===== src/rtl/uart_rx.sv =====
// uart_rx: 8N1 UART receiver with glitch-rejecting start detection and a
// one-entry valid/ready holding register.
//
// Ports:
//   clk          system clock, rising edge
//   resetn       asynchronous active-low reset
//   ser_rx       asynchronous serial line, idles high
//   rx_data      received byte, valid while rx_valid is high
//   rx_valid     byte available, held until accepted
//   rx_ready     consumer accept; transfer on rx_valid & rx_ready
//   rx_busy      high while the receive FSM is not idle
//   frame_err    one-cycle pulse when the stop bit is sampled low
//   overrun_err  one-cycle pulse when a completed byte is dropped
module uart_rx #(
  parameter int unsigned CLK_FREQ  = 50_000_000,
  parameter int unsigned BAUD_RATE = 115_200
) (
  input  logic       clk,
  input  logic       resetn,
  input  logic       ser_rx,
  output logic [7:0] rx_data,
  output logic       rx_valid,
  input  logic       rx_ready,
  output logic       rx_busy,
  output logic       frame_err,
  output logic       overrun_err
);

  localparam int unsigned CLKS_PER_BIT = CLK_FREQ / BAUD_RATE;
  localparam int unsigned HALF_BIT     = CLKS_PER_BIT / 2;
  localparam int unsigned CntW         = $clog2(CLKS_PER_BIT);

  localparam logic [CntW-1:0] CntLast = CntW'(CLKS_PER_BIT - 1);
  localparam logic [CntW-1:0] CntHalf = CntW'(HALF_BIT - 1);

  localparam logic [1:0] StIdle  = 2'd0;
  localparam logic [1:0] StStart = 2'd1;
  localparam logic [1:0] StData  = 2'd2;
  localparam logic [1:0] StStop  = 2'd3;

  // Synchronizer and edge-detect flops; all idle-high.
  logic sync1_q, sync1_d;
  logic rxs_q, rxs_d;
  logic rxs_prev_q, rxs_prev_d;

  logic [1:0]      state_q, state_d;
  logic [CntW-1:0] cnt_q, cnt_d;
  logic [2:0]      bit_idx_q, bit_idx_d;
  logic [7:0]      shift_q, shift_d;
  logic [7:0]      data_q, data_d;
  logic            valid_q, valid_d;
  logic            ferr_q, ferr_d;
  logic            oerr_q, oerr_d;

  logic byte_done;
  logic stop_bad;

  always_comb begin
    sync1_d    = ser_rx;
    rxs_d      = sync1_q;
    rxs_prev_d = rxs_q;
  end

  // Receive FSM.
  always_comb begin
    state_d   = state_q;
    cnt_d     = cnt_q;
    bit_idx_d = bit_idx_q;
    shift_d   = shift_q;
    byte_done = 1'b0;
    stop_bad  = 1'b0;

    unique case (state_q)
      StIdle: begin
        // Only a genuine high-to-low edge starts a frame.
        if (rxs_prev_q && !rxs_q) begin
          state_d = StStart;
          cnt_d   = '0;
        end
      end
      StStart: begin
        if (cnt_q == CntHalf) begin
          cnt_d = '0;
          if (!rxs_q) begin
            state_d   = StData;
            bit_idx_d = 3'd0;
          end else begin
            state_d = StIdle;
          end
        end else begin
          cnt_d = cnt_q + 1'b1;
        end
      end
      StData: begin
        if (cnt_q == CntLast) begin
          cnt_d   = '0;
          shift_d = {rxs_q, shift_q[7:1]};
          if (bit_idx_q == 3'd7) begin
            state_d = StStop;
          end else begin
            bit_idx_d = bit_idx_q + 1'b1;
          end
        end else begin
          cnt_d = cnt_q + 1'b1;
        end
      end
      StStop: begin
        if (cnt_q == CntLast) begin
          // Leave at mid stop bit so back-to-back frames are not missed.
          cnt_d     = '0;
          state_d   = StIdle;
          byte_done = rxs_q;
          stop_bad  = !rxs_q;
        end else begin
          cnt_d = cnt_q + 1'b1;
        end
      end
      default: begin
        state_d = StIdle;
        cnt_d   = '0;
      end
    endcase
  end

  // Holding register and error pulses.
  always_comb begin
    data_d  = data_q;
    valid_d = valid_q;
    ferr_d  = stop_bad;
    oerr_d  = 1'b0;

    if (byte_done) begin
      // A simultaneous accept frees the slot for the new byte.
      if (!valid_q || rx_ready) begin
        data_d  = shift_q;
        valid_d = 1'b1;
      end else begin
        oerr_d = 1'b1;
      end
    end else if (valid_q && rx_ready) begin
      valid_d = 1'b0;
    end
  end

  always_ff @(posedge clk or negedge resetn) begin
    if (!resetn) begin
      sync1_q    <= 1'b1;
      rxs_q      <= 1'b1;
      rxs_prev_q <= 1'b1;
      state_q    <= StIdle;
      cnt_q      <= '0;
      bit_idx_q  <= 3'd0;
      shift_q    <= 8'h00;
      data_q     <= 8'h00;
      valid_q    <= 1'b0;
      ferr_q     <= 1'b0;
      oerr_q     <= 1'b0;
    end else begin
      sync1_q    <= sync1_d;
      rxs_q      <= rxs_d;
      rxs_prev_q <= rxs_prev_d;
      state_q    <= state_d;
      cnt_q      <= cnt_d;
      bit_idx_q  <= bit_idx_d;
      shift_q    <= shift_d;
      data_q     <= data_d;
      valid_q    <= valid_d;
      ferr_q     <= ferr_d;
      oerr_q     <= oerr_d;
    end
  end

  assign rx_data     = data_q;
  assign rx_valid    = valid_q;
  assign rx_busy     = (state_q != StIdle);
  assign frame_err   = ferr_q;
  assign overrun_err = oerr_q;

endmodule


===== config.mk =====
export PLATFORM = sky130hd
export DESIGN_NAME = uart_rx
export DESIGN_NICKNAME = d
export VERILOG_FILES = /design/src/rtl/uart_rx.sv
export SDC_FILE = /design/constraint.sdc
export NUM_CORES = 1
export LEC_CHECK = 0
export ABC_AREA = 0
export CORE_UTILIZATION = 30
export CTS_CLUSTER_SIZE = 28
export DETAILED_ROUTE_END_ITERATION = 10
export GPL_TIMING_DRIVEN = 0
export PLACE_DENSITY = 0.54
export SLEW_MARGIN = 20
export SYNTH_ARGS = -nofsm -noshare
export SYNTH_HDL_FRONTEND = slang
export SYNTH_SLANG_ARGS = --single-unit
export TNS_END_PERCENT = 5

===== constraint.sdc =====
create_clock -name clk -period 2.11 [get_ports clk]
set_input_delay 0.422 -clock clk [delete_from_list [all_inputs] [get_ports clk]]
set_output_delay 0.422 -clock clk [all_outputs]
set_load 0.03 [all_outputs]

## Yosys cells after proc, flatten, opt, wreduce, memory -nomap -nowiden

Index checks and enable logic that the tools add are counted.

| word-level totals | value |
|---|---|
| bits in registers | 36 |
| input port bits | 4 |
| output and inout bits | 12 |
| logic and storage cells | 67 |

| operators by class | value |
|---|---|
| $add $sub $neg | 2 |
| equal/unequal tests | 14 |
| muxes and demuxes | 25 |
| reduce and logical (&&, ||, !) cells | 15 |

Operators with widths:

| kind | count |
|---|---|
| 9-bit 2-to-1 mux | 3 |
| 9-bit one-hot mux with 3 select lines | 1 |
| 2-bit inequality test (second input constant) | 7 |
| 2-bit 2-to-1 mux | 6 |
| 3-bit 2-to-1 mux | 4 |
| 5-bit AND reduction | 2 |
| 9-bit by 1-bit adder with 9-bit output (second input constant) | 1 |
| 9-bit by 8-bit equality test with 1-bit output (second input constant) | 1 |
| 9-bit equality test (second input constant) | 1 |
| 1-bit 2-to-1 mux | 9 |
| 2-bit one-hot mux with 4 select lines | 1 |
| 3-bit one-hot mux with 2 select lines | 1 |
| 2-bit AND reduction | 3 |
| 2-bit nonzero test | 3 |
| 2-bit equality test (second input constant) | 2 |
| 3-bit by 1-bit adder with 3-bit output (second input constant) | 1 |
| 3-bit equality test (second input constant) | 1 |
| 2-bit by 1-bit equality test with 1-bit output (second input constant) | 1 |
| 1-bit logical AND | 2 |
| 1-bit zero test | 2 |
| 2-bit zero test | 1 |
| 2-bit by 1-bit inequality test with 1-bit output (second input constant) | 1 |
| 2-bit OR reduction | 1 |
| 1-bit logical OR | 1 |

## Depth between registers and ports, before layout

Gate-level depths: netlist (run 1).

| logic depth | value |
|---|---|
| depth after elaboration | 5 |
| gate-level depth with buffers | 7 |
| gate-level depth less buffers | 6 |

## Worst setup path after synthesis (run 1)

OpenSTA, ideal clock, no wires.

| timing path | value |
|---|---|
| kind | register to register |
| from | register cnt_q[0] |
| to | register bit_idx_q[0] |
| library setup time | 0.125 ns |
| arrival time | 1.769 ns |
| data required time | 1.985 ns |
| path slack | 0.216 ns |
| cell stages (with the launch flop) | 7 |
| buffers on the path | 0 |
| period minus slack after synthesis | 1.894 ns |
| path through | dfrtp_1 inv_1 ha_1 or3b_1 o311a_1 a21oi_2 mux2_2 |

| on the way | value |
|---|---|
| cells in the longest elaborated chain, start to end | 3 |
| elaborated cells on any way between the ends | 5 |
| classes of those cells | eq/ne (4); reduce/logical (1) |

RTL lines:

| element | RTL line | source |
|---|---|---|
| from (decl) | 47 | `logic [CntW-1:0] cnt_q, cnt_d;` |
| from (signal assigned) | 163 | `cnt_q <= cnt_d;` |
| 9-bit equality test / 9-bit by 8-bit equality test with 1-bit output (equally long branches) | 95, 82 |  |
| 2-bit inequality test (no source line) | n/a |  |
| 5-bit AND reduction (no source line) (*) | n/a |  |
| to (signal assigned) | 164 | `bit_idx_q <= bit_idx_d;` |
| to (decl) | 48 | `logic [2:0] bit_idx_q, bit_idx_d;` |

Every way passes the cells marked *; elsewhere a longest branch is shown, timed or not.
A chain may end at the register's enable or synchronous reset.

## Worst setup path after layout (run 1)

Ends and elaborated chain as after synthesis.

==> out/qor_table.md, run 1 <==
| Metric | Reported |
|:---|:---|
| Setup repair after global routing missed its margin | true |
| Via density per instance | 4.85 |
| Status | finished, final reports clean |
| Worst slew margin relative to its limit | 0.662 |
| Final cell count without fillers | 240 |
| Type of element launching the critical path | flop |
| Sequential-to-total area share from yosys stat | 0.546 |
| Post-synthesis to final-layout area growth | 22.3% |
| Final WL | 3.00 mm |
| Cell area after synthesis | 0.00166 mm2 |
| Critical path buffers and inverters | 1 |
| Top FF cell, synth | sky130_fd_sc_hd__dfrtp_1 |
| Average wire per cell in the routed design | 12.5 um |
| Share of post-route cells with drive strength above 1 | 0.224 |
| Number of vias in the routed layout | 1,165 |
| Worst-path maximum fanout | 5 |
| Width of the chip | 76.3 um |
| Crit path capture type | flop |
| Net count of the finished layout | 178 |
| Number of levels the H-tree was split into | 2 |
| Number of enable flip-flop cells after synthesis | 0 |
| Final setup slack of the worst path | 0.112 ns |
| Crit path max-delay cell type | sky130_fd_sc_hd__dfrtp_1 |
| DRT Pass-1 Iters | 4 |
| Sum of negative setup slack | 0 ns |
| Highest attainable clock frequency | 500 MHz |
| Clock transition time at the flip-flop clock pins of the worst setup and hold paths | 0.07 ns |
| Number of antenna violations at the first check in global routing | 0 |
| Clock root buffer master | sky130_fd_sc_hd__clkbuf_8 |
| Total power divided by cell area | 942 mW/mm2 |
| Placeable core region | 0.00520 mm2 |
| Transition time at the pin with the least slew margin | 0.507 ns |
| Number of synthesized register bits | 36 |
| Number of global-route vias before repair | 1,172 |
| Maximum vdd ir drop | 0.301 mV |
| Placed Instances | 231 |
| Required time of the critical path | 2.28 ns |
| Number of buffers on the longest clock path | 2 |
| Post-Syn Instances | 145 |
| Final slew viol count | 0 |
| Syn Area/Cell | 11.4 um2 |
| Maximum capacitance violations | 0 |
| Worst path cell trace | inv_1 -> ha_1 -> or3b_1 -> o311a_1 -> a21oi_2 -> mux2_2 |
| Skew final | 0.00264 ns |
| Data arrival time at the worst-slack endpoint | 2.17 ns |
| Final HPWL from detailed placement | 2.18 mm |
| DRC | 0 |
| I/O pin cnt | 16 |
| Ys Warns | 0 |
| Final count of negative-setup-slack endpoints | 0 |
| Final Critical Period | 2.00 ns |
| Largest cells by area after synthesis | sky130_fd_sc_hd__dfrtp_1 50%, sky130_fd_sc_hd__mux2_2 12%, sky130_fd_sc_hd__dfstp_2 4.8%, sky130_fd_sc_hd__nand2_1 3.9%, sky130_fd_sc_hd__ha_1 3.8% |
| Proportion of netlist area held by the largest area contributor | 0.499 |
| Leakage dissipation | 0.931 nW |
| Commonest non-fill, non-tap cells in the layout | 33 x sky130_fd_sc_hd__dfrtp_1, 18 x sky130_fd_sc_hd__mux2_2, 17 x sky130_fd_sc_hd__nand2_1, 13 x sky130_fd_sc_hd__clkdlybuf4s50_1, 9 x sky130_fd_sc_hd__nor2_1 |
| CTS sink cnt | 36 |
| Library cell occupying the most area in the post-synthesis netlist | sky130_fd_sc_hd__dfrtp_1 |
| Post-Synthesis Net Count | 154 |
| Die boundary height | 76.3 um |
| Number of hold-slack violations in the final timing report | 0 |
| Highest cell delay on the worst timing path | 0.43 ns |
| Site row count | 26 |
| Critical path class | reg2reg |
| TritonCTS clock tree | done |
| Clock buffer count from CTS | 5 |
| Type of the most critical hold path | reg2reg |
| Post-synthesis async set-or-reset flop share | 1.00 |
| Largest delay share family, worst path | compound AO/OA/AOI/OAI gates |
| RePlAce Congestion | 0.811 |
| Most common cell after layout, fill and taps aside | sky130_fd_sc_hd__dfrtp_1 |
| Clk_lat worst skew | 0.28 ns |
| Placement-stage worst setup slack | 0.113 ns |
| Number of nets with antenna violations after routing | 0 |
| Port buffer count | 15 |
| GR Util All Layers | 0.114 |
| Final period utilization | 0.947 |
| Global-route wire length before repair | 5.33 mm |
| Initial core utilization | 0.318 |
| Area of the die | 0.00582 mm2 |
| Count of inserted antenna diode cells | 0 |
| Library cells used by synthesis | 39 |
| Number of design-rule violations left by the first detailed-router iteration | 77 |
| Gr ovfl total | 0 |
| Pin count of the biggest net entering global routing | 33 |
## cell usage after synthesis (3+ instances only)
| cell | n |
|---|---|
| sky130_fd_sc_hd__dfrtp_1 | 33 |
| sky130_fd_sc_hd__mux2_2 | 18 |
| sky130_fd_sc_hd__nand2_1 | 17 |
| sky130_fd_sc_hd__nor2_1 | 9 |
| sky130_fd_sc_hd__inv_1 | 8 |
| sky130_fd_sc_hd__ha_1 | 5 |
| sky130_fd_sc_hd__and2_1 | 4 |
| sky130_fd_sc_hd__nor2b_1 | 4 |
| sky130_fd_sc_hd__o21ai_0 | 4 |
| sky130_fd_sc_hd__o22ai_1 | 4 |
| sky130_fd_sc_hd__buf_2 | 3 |
| sky130_fd_sc_hd__dfstp_2 | 3 |
## final cells by class
class | count | area (um2)
fillers | 523 | 3180
flip-flops and latches | 36 | 905
multi-input cells | 97 | 702
repair buffers | 17 | 174
well taps | 70 | 87.6
clock buffers | 6 | 72.6
clock inverters | 2 | 35.0
inverters | 8 | 30.0
plain buffers | 4 | 18.8
## logic make-up after synthesis
| logic type | Yosys count | synth area share |
|---|---|---|
| AND/OR/NAND/NOR | 49 | 0.153 |
| adder cells (fa/ha/maj) | 5 | 0.0378 |
| buffers and inverters | 12 | 0.0295 |
| flip-flops | 36 | 0.546 |
| multiplexers | 20 | 0.135 |
| AO/OA/AOI/OAI | 23 | 0.0983 |
## state kept, by name, indices dropped and copies added (netlist names), named ones only
register,flops
rxs_prev_d,1
shift_q,8
bit_idx_q,3
cnt_q,9
rx_valid,1
rxs_d,1
frame_err,1
rx_data,8
overrun_err,1
rxs_prev_q,1
state_q,1
## stage by stage
step	power, mW	area, um2	utilization	hold slack [ns]
finish	1.91	2020	0.389	0.357
global route	2.02	2020	0.389	0.361
CTS	1.93	2020	0.389	0.357
detailed placement	1.34	1910	0.367	0.258
global placement	1.31	1890	0.364	0.347
floorplan	1.20	1660	-	0.126
## timing repair
action	4_1_cts	5_1_grt
setup buffers	0	0
endpoints found under the hold margin	4	0
setup endpoints to repair	1	1
hold buffers	1	0
resized for setup	1	0
## final timing paths
| path | from | endpoint | slack [ns] | cells past startpoint |
|---|---|---|---|---|
| hold reg to reg | rxs_d | rxs_prev_d | 0.36 | 0 |
| hold / removal | rxs_d | rxs_prev_d | 0.36 | 0 |
| setup reg to reg | cnt_q[0] | bit_idx_q[0] | 0.11 | 6 |
| max in group asynchronous | resetn | rxs_prev_q | 1.16 | 3 |
| min in group asynchronous | resetn | cnt_q[5] | 0.49 | 2 |
| setup / recovery | cnt_q[0] | bit_idx_q[0] | 0.11 | 6 |
## per-layer routing
metal	GRT usage	part of all wire	routed length [um]
met1	0.146	0.47	1410
met5	0	0	0
met3	0.0204	0.029	88
met2	0.177	0.48	1430
met4	0.0769	0.024	72
## where the power goes
group          leakage [nW]  internal [mW]  total [mW]  switching, mW
sequential            0.481          0.772       0.851         0.0797
combinational         0.395          0.197       0.470          0.273
clock                0.0552          0.350       0.586          0.236
No activity file was read; power rests on OpenSTA's default activity.
==> inputs of run 2 (changes only) <==
Settings changed: SKIP_CTS_REPAIR_TIMING set to 1.
==> run 2 against run 1 <==
Effect of this change: hold slack unchanged; critical path depth stayed put; cell area grew 0.19%; final cell count stayed put; sequential share of layout area is 0.083 points lower; wire length up 0.57%; die area is the same; setup slack hardly changed; non-clock buffer count unchanged; utilization grew 0.072 points; fmax unchanged; critical endpoint unchanged; largest cell class unchanged.
==> out/qor_table.md, run 2 (same netlist as run 1, synthesis figures left out) <==
| Metric | Reported |
|:---|:---|
| Number of hold-slack violations in the final timing report | 0 |
| Number of nets with antenna violations after routing | 0 |
| Global-route wire length before repair | 5.33 mm |
| DRT Pass-1 Iters | 4 |
| Post-place instance area | 0.00191 mm2 |
| Data arrival time at the worst-slack endpoint | 2.17 ns |
| Gr ovfl total | 0 |
| Number of global-route vias before repair | 1,170 |
| Die boundary height | 76.3 um |
| Most common cell after layout, fill and taps aside | sky130_fd_sc_hd__dfrtp_1 |
| Number of vias in the routed layout | 1,162 |
| Port buffer count | 15 |
| Worst slew margin relative to its limit | 0.666 |
| Final Critical Period | 2.00 ns |
| TritonCTS clock tree | done |
| Final HPWL from detailed placement | 2.18 mm |
| Count of inserted antenna diode cells | 0 |
| Worst setup path endpoint | bit_idx_q[0] |
| Worst Setup SP | cnt_q[0] |
| Critical path class | reg2reg |
| Highest cell delay on the worst timing path | 0.43 ns |
| Worst r2r dst | bit_idx_q[0] |
| CTS sink cnt | 36 |
| Width of the chip | 76.3 um |
| I/O pin cnt | 16 |
| Final slew viol count | 0 |
| Maximum capacitance violations | 0 |
| Final count of negative-setup-slack endpoints | 0 |
| Type of the most critical hold path | reg2reg |
| Type of element launching the critical path | flop |
| Clk_lat worst skew | 0.28 ns |
| Clock buffer count from CTS | 5 |
| DRC | 0 |
| Via density per instance | 4.84 |
| Post-synthesis to final-layout area growth | 22.5% |
| Placeable core region | 0.00520 mm2 |
| Placement-stage worst setup slack | 0.113 ns |
| GR Util All Layers | 0.114 |
| Initial core utilization | 0.318 |
| Setup repair after global routing missed its margin | true |
| Share of post-route cells with drive strength above 1 | 0.224 |
| Worst path cell trace | inv_1 -> ha_1 -> or3b_1 -> o311a_1 -> a21oi_2 -> mux2_2 |
| Worst hold margin | 0.357 ns |
| Clock transition time at the flip-flop clock pins of the worst setup and hold paths | 0.07 ns |
| Pin count of the biggest net entering global routing | 33 |
| Crit path max-delay cell type | sky130_fd_sc_hd__dfrtp_1 |
| Total power divided by cell area | 943 mW/mm2 |
| Final WL | 3.02 mm |
| Cell count of the worst reg-to-reg path | 6 |
| Highest attainable clock frequency | 500 MHz |
| Critical R2R Launch | cnt_q[0] |
| Clock root buffer master | sky130_fd_sc_hd__clkbuf_8 |
| Maximum vdd ir drop | 0.301 mV |
| Status | finished, final reports clean |
| Top register by number of flip-flops | cnt_q |
| Skew final | 0.00234 ns |
| Sum of negative setup slack | 0 ns |
| Worst-path maximum fanout | 5 |
| Crit path capture type | flop |
| Flip-flop count of the largest register, all copies and words added | 9 |
| Register-to-register setup slack | 0.11 ns |
| Number of buffers on the longest clock path | 2 |
| Number of levels the H-tree was split into | 2 |
| Final setup slack of the worst path | 0.112 ns |
| Number of design-rule violations left by the first detailed-router iteration | 83 |
| RePlAce Congestion | 0.811 |
| Finished layout cell area | 0.00203 mm2 |
| Net count of the finished layout | 178 |
| Site row count | 26 |
| Commonest non-fill, non-tap cells in the layout | 33 x sky130_fd_sc_hd__dfrtp_1, 18 x sky130_fd_sc_hd__mux2_2, 17 x sky130_fd_sc_hd__nand2_1, 13 x sky130_fd_sc_hd__clkdlybuf4s50_1, 9 x sky130_fd_sc_hd__nor2_1 |
| Final period utilization | 0.947 |
| Number of antenna violations at the first check in global routing | 0 |
| Required time of the critical path | 2.28 ns |
| Leakage dissipation | 0.936 nW |
| Average wire per cell in the routed design | 12.6 um |
| Area of the die | 0.00582 mm2 |
| Transition time at the pin with the least slew margin | 0.501 ns |
-- run 2: cell count changes in the layout (fill, tap and decap cells not counted) --
cell,previous run,this run
sky130_fd_sc_hd__dlymetal6s2s_1,0,1
sky130_fd_sc_hd__dlygate4sd2_1,1,0
-- run 2: metal layers --
layer	routed length (um)	global-route usage	share of wire	vias to the layer above
li1	-	-	-	558
met1	1420	0.146	0.47	574
met2	1430	0.177	0.47	25
met3	93	0.0204	0.031	5
met4	72	0.0769	0.024	0
met5	0	0	0	-
-- run 2: how the worst min path moves through the flow --
stage	startpoint	endpoint	slack, ns	depth (start not counted)
after global routing	rxs_d	rxs_prev_d	0.36	0
final	rxs_d	rxs_prev_d	0.36	0
after detailed placement	resetn	cnt_q[3]	0.26	1
after floorplan	resetn	asynchronous set/reset pin	0.13	0
after CTS	resetn	cnt_q[3]	-0.05	1
after global placement	rxs_d	rxs_prev_d	0.35	0
-- run 2: worst max-delay path, delay by kind of cell (launching register included) --
kind | cells | cell delay, ns
muxes | 1 | 0.36
adders and majority gates | 1 | 0.13
AOI/OAI and AO/OA | 2 | 0.56
and+or+nand+nor | 1 | 0.33
buffers and inverters | 1 | 0.08
DFF | 1 | 0.43
-- run 2: metrics by stage --
| stage | utilization | instances | total power [mW] |
|---|---|---|---|
| global placement | 0.364 | 230 | 1.31 |
| global route | 0.390 | 240 | 2.03 |
| finish | 0.390 | 240 | 1.91 |
| floorplan | - | 145 | 1.20 |
| CTS | 0.387 | 239 | 1.93 |
| detailed placement | 0.367 | 231 | 1.34 |
-- run 2: power breakdown --
group	internal (mW)	switching, mW
sequential	0.772	0.0802
clock	0.350	0.236
combinational	0.202	0.274
-- run 2: layout make-up --
cell class	instances	area (um2)
inverter	8	30.0
fill	525	3180
sequential	36	905
buffer	4	18.8
tap	70	87.6
multi-input combinational	97	702
timing repair buffer	17	178
clock buffer	6	72.6
clock inverter	2	35.0
==> inputs of run 3 (changes only) <==
Settings changed: ABC_AREA 0 to 1.
==> run 3 against run 2 <==
Effect of this change: clock-buffer cell count increased by 1; sequential share of layout area decreased by 0.54 points; setup slack improved by 0.26 ns; flip-flop and latch count unchanged; clock skew increased by 0.0051 ns; area after synthesis increased by 2.8%; first-iteration DRC count increased by 25%; synthesized cell count increased by 33%; power decreased by 4.3%; via count increased by 9.5%; die area increased by 2.7%; critical endpoint is now rx_data[7].
==> out/qor_table.md, run 3 <==
| Metric | Reported |
|:---|:---|
| Status | finished, final reports clean |
| Global-route wire length before repair | 5.49 mm |
| GR Util All Layers | 0.120 |
| Library cells used by synthesis | 23 |
| Placed Instances | 281 |
| Critical path buffers and inverters | 1 |
| Worst path cell trace | clkdlybuf4s50_1 |
| Port buffer count | 15 |
| Highest cell delay on the worst timing path | 0.67 ns |
| Count of inserted antenna diode cells | 0 |
| Top register by number of flip-flops | cnt_q |
| Cell area after synthesis | 0.00170 mm2 |
| Psw | 642 uW |
| Internal power consumption | 1.19 mW |
| Critical R2R Launch | cnt_q[1] |
| Share of total power consumed by net switching | 0.351 |
| Post-Syn Instances | 193 |
| Initial core utilization | 0.311 |
| Proportion of netlist area held by the largest area contributor | 0.485 |
| Commonest non-fill, non-tap cells in the layout | 55 x sky130_fd_sc_hd__nand2_1, 33 x sky130_fd_sc_hd__dfrtp_1, 30 x sky130_fd_sc_hd__inv_1, 18 x sky130_fd_sc_hd__o21ai_0, 13 x sky130_fd_sc_hd__clkdlybuf4s50_1 |
| Fillcell total | 555 |
| Library cell occupying the most area in the post-synthesis netlist | sky130_fd_sc_hd__dfrtp_1 |
| Leakage dissipation | 0.937 nW |
| Worst setup path endpoint | rx_data[7] |
| DRT Pass-1 Iters | 4 |
| CTS sink cnt | 36 |
| Clock share of power | 0.276 |
| Number of nets with antenna violations after routing | 0 |
| Number of antenna violations at the first check in global routing | 0 |
| Setup repair after global routing missed its margin | false |
| Critical path class | reg2out |
| Sequential-to-total area share from yosys stat | 0.532 |
| Syn Area/Cell | 8.82 um2 |
| DRC | 0 |
| Worst slew margin relative to its limit | 0.778 |
| Average wire per cell in the routed design | 10.4 um |
| Largest cells by area after synthesis | sky130_fd_sc_hd__dfrtp_1 49%, sky130_fd_sc_hd__nand2_1 12%, sky130_fd_sc_hd__inv_1 6.6%, sky130_fd_sc_hd__o21ai_0 5.3%, sky130_fd_sc_hd__dfstp_2 4.6% |
| Number of design-rule violations left by the first detailed-router iteration | 104 |
| Final period utilization | 0.822 |
| Clk_lat worst skew | 0.29 ns |
| Transition time at the pin with the least slew margin | 0.332 ns |
| Number of enable flip-flop cells after synthesis | 0 |
| Number of synthesized register bits | 36 |
| Data arrival time at the worst-slack endpoint | 1.31 ns |
| Area of the die | 0.00598 mm2 |
| Top FF cell, synth | sky130_fd_sc_hd__dfrtp_1 |
| Register-to-register setup slack | 0.44 ns |
| Clock transition time at the flip-flop clock pins of the worst setup and hold paths | 0.07 ns |
| Post-Synthesis Net Count | 202 |
| Post-synth top cells | 55 x sky130_fd_sc_hd__nand2_1, 33 x sky130_fd_sc_hd__dfrtp_1, 30 x sky130_fd_sc_hd__inv_1 |
| Number of hold-slack violations in the final timing report | 0 |
| Final slew viol count | 0 |
| Largest delay share family, worst path | buffers and inverters |
| Flip-flop count of the largest register, all copies and words added | 9 |
| Ys Warns | 0 |
| Cell count of the worst reg-to-reg path | 10 |
| Number of buffers on the longest clock path | 2 |
| RePlAce Congestion | 0.833 |
| Sequential power share | 0.455 |
| Worst-path maximum fanout | 2 |
| Die boundary height | 77.3 um |
| Most common cell after layout, fill and taps aside | sky130_fd_sc_hd__nand2_1 |
| Width of the chip | 77.3 um |
| End-of-flow core utilization | 0.375 |
| Via density per instance | 4.40 |
| Maximum capacitance violations | 0 |
| Final Critical Period | 1.73 ns |
| Most common cell in the synthesized netlist | sky130_fd_sc_hd__nand2_1 |
| Worst Setup SP | rx_data[7] |
| Final WL | 3.00 mm |
| Pin count of the biggest net entering global routing | 25 |
| Number of vias in the routed layout | 1,272 |
| Post-synthesis to final-layout area growth | 20.7% |
| Maximum vdd ir drop | 0.404 mV |
| Post-synthesis async set-or-reset flop share | 1.00 |
| Number of global-route vias before repair | 1,176 |
| Type of the most critical hold path | in2async |
| Crit path max-delay cell type | sky130_fd_sc_hd__clkdlybuf4s50_1 |
| I/O pin cnt | 16 |
| Gr ovfl total | 0 |
| Combinational group share of total power | 0.269 |
| Type of element launching the critical path | flop |
| Required time of the critical path | 1.69 ns |
| Levels on crit path | 1 |
| Crit path capture type | primary output |
| Placeable core region | 0.00547 mm2 |
| Number of levels the H-tree was split into | 2 |
| Final cell count without fillers | 289 |
| Final count of negative-setup-slack endpoints | 0 |
| Site row count | 27 |
| Worst hold margin | 0.0207 ns |
| Final HPWL from detailed placement | 2.24 mm |
| Skew final | 0.00745 ns |
| Clock buffer count from CTS | 5 |
| Total power divided by cell area | 891 mW/mm2 |
| Clock root buffer master | sky130_fd_sc_hd__clkbuf_8 |
| TritonCTS clock tree | done |
| Net count of the finished layout | 225 |
| Highest attainable clock frequency | 576 MHz |
| Share of post-route cells with drive strength above 1 | 0.138 |
[run 3: per-stage QoR]
step | cell area [um2] | worst slack, ns | power (mW) | setup TNS, ns
5_1_grt | 2050 | 0.235 | 1.98 | 0
3_5_place_dp | 1960 | 0.426 | 1.34 | 0
6_report | 2050 | 0.375 | 1.83 | 0
3_3_place_gp | 1940 | -0.243 | 1.33 | -7.96
4_1_cts | 2050 | 0.0899 | 1.86 | 0
2_1_floorplan | 1700 | 0.624 | 1.20 | 0
[run 3: final cells by class]
class                           instances  area [um2]  area share
Inverter                               31         116      0.0567
Tap cell                               72        90.1      0.0439
Buffer                                  2        16.3     0.00792
Clock buffer                            7        86.3      0.0420
Timing Repair Buffer                   16         168      0.0817
Sequential cell                        36         905       0.441
Clock inverter                          1        7.51     0.00366
Multi-Input combinational cell        124         664       0.324
[run 3: power by group through the flow]
stage               logic, mW  registers (mW)  clock network, mW
finish                  0.492           0.833              0.504
global route            0.573           0.846              0.565
CTS                     0.496           0.833              0.529
detailed placement      0.492           0.845                  0
global placement        0.489           0.844                  0
floorplan               0.366           0.830                  0
[run 3: logic make-up (layout without fill, tap and decap cells)]
group                    after synthesis  count (layout)  share of synthesized area
flip-flops                            36              36                      0.532
adder cells (fa/ha/maj)                5               5                     0.0368
buffers and inverters                 33              57                     0.0779
AND/OR/NAND/NOR                       85              85                      0.225
AO/OA/AOI/OAI                         30              30                      0.108
XOR/XNOR                               4               4                     0.0206
[run 3: per-layer routing]
| layer | GRT usage | vias to the layer above | part of all wire |
|---|---|---|---|
| met5 | 0 | - | 0 |
| met4 | 0.0509 | 0 | 0.016 |
| met3 | 0.0429 | 6 | 0.043 |
| met2 | 0.170 | 22 | 0.43 |
| met1 | 0.163 | 593 | 0.51 |
| li1 | - | 651 | - |
[run 3: worst min path at each step]
stage	to	slack (ns)	cells past startpoint
4_1_cts	rx_data[1]	0.03	1
2_1_floorplan	asynchronous set/reset pin	0.13	0
3_5_place_dp	cnt_q[0]	0.34	1
5_1_grt	rx_data[2]	0.03	1
3_3_place_gp	rxs_prev_d	0.35	0
6_report	cnt_q[2]	0.02	1
